File: src/rtl/riscx_pkg.sv
// Shared core types and constants.
// Used by the fetch stage and its FIFO.
package riscx_pkg;

  localparam int XLEN = 32;

  localparam logic [XLEN-1:0] RESET_PC =
    32'h0000_0000;

  localparam logic [XLEN-1:0] NOP =
    32'h0000_0013;

  typedef enum logic {
    RUN,
    DRAIN
  } fetch_state_t;

  typedef struct packed {
    logic [XLEN-1:0] pc;
    logic [XLEN-1:0] inst;
  } if_id_t;

endpackage

File: src/rtl/fetch_unit_if.sv
// Instruction memory request/response channel.
// Master is the fetch stage, slave is the memory.
interface fetch_unit_if;
  import riscx_pkg::*;

  logic            memReqValid;
  logic [XLEN-1:0] memReqAddr;
  logic            memReqReady;
  logic            memRespValid;
  logic [XLEN-1:0] memRespData;

  modport master (
    output memReqValid,
    output memReqAddr,
    input  memReqReady,
    input  memRespValid,
    input  memRespData
  );

  modport slave (
    input  memReqValid,
    input  memReqAddr,
    output memReqReady,
    output memRespValid,
    output memRespData
  );

endinterface

File: src/rtl/fetch_fifo.sv
// Synchronous {pc, inst} FIFO with flush.
// Head reads as zero while empty.
module fetch_fifo
  import riscx_pkg::*;
#(
  parameter int DEPTH = 2
) (
  input  logic                   clock,
  input  logic                   resetN,
  input  logic                   flush,
  input  logic                   push,
  input  logic                   pop,
  input  if_id_t                 din,
  output logic                   full,
  output logic                   empty,
  output logic [$clog2(DEPTH):0] count,
  output if_id_t                 head
);

  localparam int AW = $clog2(DEPTH);

  if_id_t          mem [DEPTH];
  logic [AW-1:0]   rdPtr;
  logic [AW-1:0]   wrPtr;
  logic [AW:0]     cnt;
  logic            doPush;
  logic            doPop;

  assign full   = (cnt == (AW+1)'(DEPTH));
  assign empty  = (cnt == '0);
  assign count  = cnt;
  assign doPush = push && !full;
  assign doPop  = pop && !empty;
  assign head   = empty ? '0 : mem[rdPtr];

  always_ff @(posedge clock) begin
    if (!resetN || flush) begin
      rdPtr <= '0;
      wrPtr <= '0;
      cnt   <= '0;
    end else begin
      if (doPush) wrPtr <= wrPtr + 1'b1;
      if (doPop)  rdPtr <= rdPtr + 1'b1;
      unique case ({doPush, doPop})
        2'b10:   cnt <= cnt + 1'b1;
        2'b01:   cnt <= cnt - 1'b1;
        default: cnt <= cnt;
      endcase
    end
  end

  always_ff @(posedge clock) begin
    if (doPush) mem[wrPtr] <= din;
  end

endmodule

File: src/rtl/fetch_unit.sv
// Fetch stage: PC, request credits, redirect
// drain FSM and the instruction buffer.
module fetch_unit
  import riscx_pkg::*;
#(
  parameter logic [XLEN-1:0] RESET_PC =
    riscx_pkg::RESET_PC,
  parameter int DEPTH = 2
) (
  input  logic            clock,
  input  logic            resetN,
  fetch_unit_if.master    mem,
  input  logic            redirectValid,
  input  logic [XLEN-1:0] redirectPc,
  output logic            instValid,
  output logic [XLEN-1:0] instData,
  output logic [XLEN-1:0] instPc,
  input  logic            instReady
);

  localparam int CW = $clog2(DEPTH + 1);
  localparam int FW = $clog2(DEPTH) + 1;

  fetch_state_t    state;
  fetch_state_t    stateN;
  logic [XLEN-1:0] fetchPc;
  logic [XLEN-1:0] fetchPcN;
  logic [XLEN-1:0] respPc;
  logic [XLEN-1:0] respPcN;
  logic [CW-1:0]   outstanding;
  logic [CW-1:0]   outstandingN;
  logic [CW-1:0]   staleCount;
  logic [CW-1:0]   staleCountN;
  logic [FW-1:0]   fifoCount;
  logic [CW:0]     credit;
  logic [XLEN-1:0] redirAligned;
  logic            fifoFull;
  logic            fifoEmpty;
  logic            reqFire;
  logic            respFire;
  logic            popReq;
  logic            push;
  logic            pop;
  if_id_t          head;
  if_id_t          pushEntry;

  assign redirAligned = {redirectPc[XLEN-1:2], 2'b00};
  assign popReq = instValid && instReady;

  // A head leaving this cycle frees its slot,
  // which keeps the zero-wait loop at 1 IPC.
  assign credit = (CW+1)'(outstanding)
                + (CW+1)'(fifoCount)
                - (CW+1)'(popReq);

  assign mem.memReqValid = resetN
                        && (state == RUN)
                        && (credit < (CW+1)'(DEPTH));
  assign mem.memReqAddr  = fetchPc;

  assign reqFire  = mem.memReqValid
                 && mem.memReqReady;
  assign respFire = mem.memRespValid
                 && (outstanding != '0);
  assign push     = respFire
                 && (state == RUN)
                 && (staleCount == '0)
                 && !redirectValid;
  assign pop      = popReq && !redirectValid;

  assign pushEntry.pc   = respPc;
  assign pushEntry.inst = mem.memRespData;

  always_comb begin
    stateN       = state;
    fetchPcN     = fetchPc;
    respPcN      = respPc;
    staleCountN  = staleCount;
    outstandingN = outstanding
                 + CW'(reqFire)
                 - CW'(respFire);
    if (reqFire) fetchPcN = fetchPc + 32'd4;
    if (push)    respPcN  = respPc + 32'd4;
    unique case (1'b1)
      redirectValid: begin
        fetchPcN    = redirAligned;
        respPcN     = redirAligned;
        staleCountN = outstandingN;
        stateN      = (outstandingN != '0)
                    ? DRAIN : RUN;
      end
      (!redirectValid && state == DRAIN): begin
        if (respFire)
          staleCountN = staleCount - 1'b1;
        if (staleCountN == '0)
          stateN = RUN;
      end
      default: begin
      end
    endcase
  end

  always_ff @(posedge clock) begin
    if (!resetN) begin
      state       <= RUN;
      fetchPc     <= RESET_PC;
      respPc      <= RESET_PC;
      outstanding <= '0;
      staleCount  <= '0;
    end else begin
      state       <= stateN;
      fetchPc     <= fetchPcN;
      respPc      <= respPcN;
      outstanding <= outstandingN;
      staleCount  <= staleCountN;
    end
  end

  fetch_fifo #(
    .DEPTH (DEPTH)
  ) u_fifo (
    .clock  (clock),
    .resetN (resetN),
    .flush  (redirectValid),
    .push   (push),
    .pop    (pop),
    .din    (pushEntry),
    .full   (fifoFull),
    .empty  (fifoEmpty),
    .count  (fifoCount),
    .head   (head)
  );

  assign instValid = !fifoEmpty;
  assign instData  = head.inst;
  assign instPc    = head.pc;

endmodule
File: src/flat_wrapper.sv
// flat-port wrapper written by rule: the top's interface ports become plain ports
module fetch_unit_flat import riscx_pkg::*;
#(
  parameter logic [XLEN-1:0] RESET_PC =
    riscx_pkg::RESET_PC,
  parameter int DEPTH = 2
)
  (clock, resetN, redirectValid, redirectPc, instValid, instData, instPc, instReady, mem_memReqValid, mem_memReqAddr, mem_memReqReady, mem_memRespValid, mem_memRespData);
  fetch_unit_if mem_i ();
  input  logic clock;
  input  logic resetN;
  input  logic redirectValid;
  input  logic [XLEN-1:0] redirectPc;
  output logic instValid;
  output logic [XLEN-1:0] instData;
  output logic [XLEN-1:0] instPc;
  input  logic instReady;
  output wire logic [$bits(mem_i.memReqValid)-1:0] mem_memReqValid;
  output wire logic [$bits(mem_i.memReqAddr)-1:0] mem_memReqAddr;
  input wire logic [$bits(mem_i.memReqReady)-1:0] mem_memReqReady;
  input wire logic [$bits(mem_i.memRespValid)-1:0] mem_memRespValid;
  input wire logic [$bits(mem_i.memRespData)-1:0] mem_memRespData;
  assign mem_memReqValid = mem_i.memReqValid;
  assign mem_memReqAddr = mem_i.memReqAddr;
  assign mem_i.memReqReady = mem_memReqReady;
  assign mem_i.memRespValid = mem_memRespValid;
  assign mem_i.memRespData = mem_memRespData;
  fetch_unit #(.RESET_PC(RESET_PC), .DEPTH(DEPTH)) u_core (.clock(clock), .resetN(resetN), .mem(mem_i), .redirectValid(redirectValid), .redirectPc(redirectPc), .instValid(instValid), .instData(instData), .instPc(instPc), .instReady(instReady));
endmodule
File: config.mk
export PLATFORM = sky130hd
export DESIGN_NAME = fetch_unit_flat
export DESIGN_NICKNAME = d
export VERILOG_FILES = /design/src/rtl/riscx_pkg.sv /design/src/rtl/fetch_unit_if.sv /design/src/rtl/fetch_fifo.sv /design/src/rtl/fetch_unit.sv /design/src/flat_wrapper.sv
export SDC_FILE = /design/constraint.sdc
export NUM_CORES = 1
export LEC_CHECK = 0
export BUFFER_PORTS_ARGS = -buffer_cell sky130_fd_sc_hd__buf_2
export CORE_MARGIN = 2
export CORE_UTILIZATION = 55
export CTS_CLUSTER_SIZE = 8
export DETAILED_ROUTE_END_ITERATION = 10
export MAX_ROUTING_LAYER = met4
export PLACE_DENSITY = 0.79
export SLEW_MARGIN = 25
export SYNTH_ARGS = -nofsm -noshare
export SYNTH_HDL_FRONTEND = slang
export SYNTH_SLANG_ARGS = --single-unit
export TNS_END_PERCENT = 20
File: constraint.sdc
create_clock -name clock -period 6.4 [get_ports clock]
set_input_delay 1.6 -clock clock [delete_from_list [all_inputs] [get_ports clock]]
set_output_delay 1.6 -clock clock [all_outputs]
set_load 0.1 [all_outputs]
======== After elaboration in Yosys (flattened, before gate mapping) ========
Memory sizes are Yosys's and may differ from the RTL's. A register that Yosys moved wholly into a read port is not among the register bits.
Index checks and enable logic that the tools add are counted.
word-level totals
  output and inout port bits .............. 98
  memories ................................ 1
  register bits after elaboration ......... 73
  input bits .............................. 70
  logic and storage cells ................. 73
  bits in writable memories ............... 128
memory list
  name               depth  bits a word  rd ports  clocked after memory_dff  wr ports  line              RTL
  u_core.u_fifo.mem  2      64           1         1                         1         fetch_fifo.sv:22  if_id_t mem [DEPTH];
cells by class
  eq/ne operators ......................... 4
  muxes and demuxes ....................... 16
  $add $sub $neg .......................... 11
  order comparisons ....................... 1
  reductions and logical operators ........ 28
  bitwise gates (word level) .............. 2
operator list
  cell                                                                          count
  32-bit 2-to-1 mux                                                             4
  32-bit by 3-bit adder with 32-bit output, second input constant               2
  64-bit 2-to-1 mux                                                             1
  1-bit logical AND                                                             12
  2-bit nonzero test                                                            6
  2-bit one-hot mux with 2 select lines                                         2
  2-bit zero test                                                               3
  1-bit 2-to-1 mux                                                              6
  2-bit equality test, second input constant                                    2
  1-bit zero test                                                               4
  2-bit 2-to-1 mux                                                              2
  2-bit by 1-bit subtractor with 2-bit output, second input constant            2
  2-bit by 2-bit adder with 3-bit output                                        1
  3-bit by 2-bit less-than comparator with 1-bit output, second input constant  1
  3-bit by 1-bit subtractor with 3-bit output                                   1
  1-bit adder, second input constant                                            2
  2-bit by 1-bit adder with 2-bit output                                        1
  2-bit by 1-bit adder with 2-bit output, second input constant                 1
  2-bit by 1-bit equality test with 1-bit output, second input constant         1
  2-bit inequality test, second input constant                                  1
  1-bit inverter                                                                2
  1-bit one-hot mux with 2 select lines                                         1
  2-bit AND reduction                                                           1
  2-bit OR reduction                                                            1
  2 further kinds                                                               2

======== Longest topological paths before layout ========
  word-level depth ........................ 12
  mapped depth ............................ 14
  mapped depth without buffers ............ 13

======== Hierarchy ========
Synthesis repeated with hierarchy kept, for this count alone.
second synthesis, totals
  cells, all modules ...................... 709
  area, all modules ....................... 8559.5 sq um
by module, submodules not included
  module      sequential area each (sq um)  times used  area an instance (sq um)  cells each
  fetch_fifo  3943.8                        1           5039.8                    298
  fetch_unit  1301.2                        1           3519.6                    411

======== Worst setup path before layout ========
No wires, ideal clock.
  path type ............................... input port to output port
  start ................................... input instReady
  end ..................................... output mem_memReqValid
  cell stages on the path ................. 7
  required time ........................... 4.800 ns
  slack ................................... 0.620 ns
  arrival time ............................ 4.180 ns
  cell sequence ........................... and2_1 -> ha_1 -> nand2b_1 -> fa_1 -> xnor2_1 -> clkbuf_1 -> nor2_1
on the way
  cells in the longest elaborated chain, start to end .. 4
RTL lines
  element                                                line                RTL
  from (decl)                                            flat_wrapper.sv:17  input logic instReady;
  1-bit logical AND                                      fetch_unit.sv:48    assign popReq = instValid && instReady;
  3-bit by 1-bit subtractor with 3-bit output            fetch_unit.sv:54    - (CW+1)'(popReq);
  3-bit by 2-bit less-than comparator with 1-bit output  fetch_unit.sv:58    && (credit < (CW+1)'(DEPTH));
  1-bit logical AND                                      fetch_unit.sv:58
  to (decl)                                              flat_wrapper.sv:18  output wire logic [$bits(mem_i.memReqValid)-1:0] mem_memReqValid;
No other way between the ends.

======== Worst setup path in the final report ========
Ends and elaborated chain as after synthesis.

==> metrics.md <==
| Metric | Value |
|---|---|
| Core Footprint | `15,700 um^2` |
| Synth unique cells | `57` |
| Via density | `5.89` |
| CTS tree | `built` |
| Sequential cell area fraction in the yosys report | `about three fifths` |
| Area occupied by multi-input gates | `between 3000 and 4000 um^2` |
| Type of origin of the critical path | `input port` |
| Clock Sinks | `a little under 200` |
| Period Utilization, post-route | `a little over four fifths` |
| Vias in the first global route | `6,030` |
| Wire per inst | `17.5 um` |
| Slew margin rel. | `33.7%` |
| CP arrival | `approximately 3700 ps` |
| Mean area per synthesized cell | `approximately 11 um^2` |
| Post-Route WL | `about 20,000 um` |
| Most frequent cells in the layout | `161 x buf_2, 124 x edfxtp_1, 78 x nor2_1` |
| Leakage power | `about 0.0036 uW` |
| Max-cap viol count | `0` |
| Total track usage | `between 20% and 30%` |
| H-tree Lvls | `4` |
| Ys Warns | `0` |
| R2r setup slk | `2920 ps` |
| Die W | `130 um` |
| Ant. Diodes | `0` |
| Layout Area Growth over Synthesis | `17.4%` |
| # setup viols final | `0` |
| Worst Path Max Fanout | `11` |
| Antenna-violating nets left | `0` |
| Fillers | `1,224` |
| Unrepaired setup endpoints after global routing | `no` |
| DRC errors left | `0` |
| Post-synth top area share | `between 40% and 50%` |
| F_max | `roughly 190 MHz` |
| Io pins | `about 170` |
| Fraction of registers with async set/reset | `0%` |
| Yosys reg bits | `slightly below 200` |
| Minimum clock period | `5340 ps` |
| Hold_buf cts | `0` |
| First-pass GRT wire length | `30,600 um` |
| CP Launch Point | `instReady` |
| Peak VDD IR | `~180 uV` |
| Crit path kind | `input port to output pin` |
| Initial core utilization | `55.5%` |
| Finished Cell Area | `10,200 um^2` |
| Synth Cell Area | `~8700 um^2` |
| Worst hold start | `u_core.respPc[23]$_SDFFE_PN0P_` |
| Most common cell after layout, fill and taps aside | `buf_2` |
| Register area | `slightly above 5000 um^2` |
| Worst r2r src | `u_core.u_fifo.count[0]$_SDFFE_PP0P_` |
| Placed wire-length estimate | `approximately 13,000 um` |
| Post-synth EDFFs | `124` |
| Cells after Synth | `between 700 and 800` |
| Setup Skew | `just under 10 ps` |
| Die area | `between 15,000 and 20,000 um^2` |
| Post-cts repair resize count | `0` |
| Worst-path clk slew | `about 60 ps` |
| WHS | `between 500 and 600 ps` |
| Slew Limit Fails | `0` |
| Layout cells sized above 1 | `a little under a quarter` |
| Buffer count from post-CTS setup fixing | `0` |
| Main flop type after synthesis | `edfxtp_1` |
| Largest net degree at the start of global routing | `63` |
| Clock Latency Late Sink | `430 ps` |
| Final Power | `between 3000 and 4000 uW` |
| Pwr/cell area | `roughly 300 nW/um^2` |
| # nets final | `between 900 and 1,000` |
| Antenna violations before repair | `0` |
| Clock Tree Buf Depth | `2` |
| Placed cell areas | `9690 um^2` |
| Top area cells in the synthesized netlist | `edfxtp_1 43%, dfxtp_1 16%, mux2i_1 7.3%` |
| Worst Max-Slew Pin Slew | `about 990 ps` |
| Top cell type by total area after synthesis | `edfxtp_1` |
| Final Hold Violating Endpoints | `0` |
| # rows | `46` |
| Worst min path class | `register to register` |
| Number of CTS-inserted buffers | `17` |
| Post-Route Utilization | `about 65%` |
| Gp weighted congestion | `between 0.9 and 1` |
| WP data required | `~4800 ps` |
| Grt total ovfl | `0` |
| Worst setup EP type | `output pin` |
| Setup tns final | `0 ps` |
| Detailed Routing Iterations Pass 1 | `5` |
| IO buf count | `about 160` |
| CTS root buf | `clkbuf_16` |
| Chip height | `between 100 and 150 um` |
| Status | `complete, no violations` |
| DR iter-0 viols | `roughly 570` |
| Via Count | `between 6,000 and 7,000` |
final timing paths:
kind | cells past startpoint | endpoint
hold reg to reg | 0 | u_core.u_fifo.mem[1][55]$_DFFE_PP_
setup / recovery | 8 | mem_memReqValid
hold / removal | 0 | u_core.u_fifo.mem[1][55]$_DFFE_PP_
setup reg to reg | 13 | u_core.state$_SDFFE_PN0P_
area by class of cell:
cell class,count,share of cell area [%]
Tap cell,216,2.64
Inverter,15,0.550
Clock buffer,21,4.30
Timing Repair Buffer,168,8.38
Sequential cell,194,50.1
Multi-Input combinational cell,505,32.9
Clock inverter,11,1.12
Yosys cell counts, types with 5 or more instances:
library cell / n
a211oi_1: 15
a21oi_1: 21
a311oi_1: 6
a31oi_1: 18
and2_1: 5
and3_1: 12
and4_1: 17
clkbuf_1: 41
dfxtp_1: 70
edfxtp_1: 124
ha_1: 8
inv_1: 14
mux2i_1: 64
nand2_1: 22
nand3_1: 26
nand4_1: 20
nor2_1: 80
nor3_1: 25
nor4_1: 13
nor4b_1: 5
o21a_1: 6
o21ai_0: 35
o31ai_1: 14
or3_1: 7
or4_1: 17
xnor2_1: 19
xor2_1: 5
sequential cells by signal, indices dropped and copies added (netlist names), named ones only:
name and flops:
u_core.mem.memReqAddr 30, u_core.outstanding 2, u_core.respPc 30, u_core.staleCount 2, u_core.state 1, u_core.u_fifo.count 2, u_core.u_fifo.mem 124, u_core.u_fifo.rdPtr 1
u_core.u_fifo.wrPtr 1
metrics by stage:
stage	worst slack (ps)	cells
floorplan	620	762
global placement	1050	1098
detailed placement	1080	1098
CTS	1070	1130
global route	914	1130
finish	1060	1130
per-layer routing:
metal  GRT usage, %  share of wire, %  vias to the layer above
met5              -                 0                        -
li1               -                 -                     3192
met4           9.68               2.6                        0
met2           35.2                44                      295
met1           32.1                45                     3127
met3           6.11               8.5                       38
worst max-delay path, stage by stage:
cell and delay (ps):
buf_2 100, and2_1 160, ha_1 260, nand2b_1 150
fa_1 430, xnor2_1 610, nor2_1 110, buf_2 320
logic make-up (layout without fill, tap and decap cells):
group                      count (synthesis)  count (layout)  share of synthesized area [%]
AOI/OAI and AO/OA                        133             133                           9.85
buffers and inverters                     63             215                           2.90
xor gates and xnor gates                  24              24                           2.41
adders and majority gates                  9               9                           1.38
DFF                                      194             194                           58.7
muxes                                     66              66                           7.60
other                                      1               4                         0.0430
and+or+nand+nor                          269             269                           17.1
report_power, final:
group | internal, uW | switching [uW]
registers | 1430 | 68.2
clock network | 571 | 437
logic | 141 | 441
total | 2140 | 947
Power figures use the tool's default switching activity.
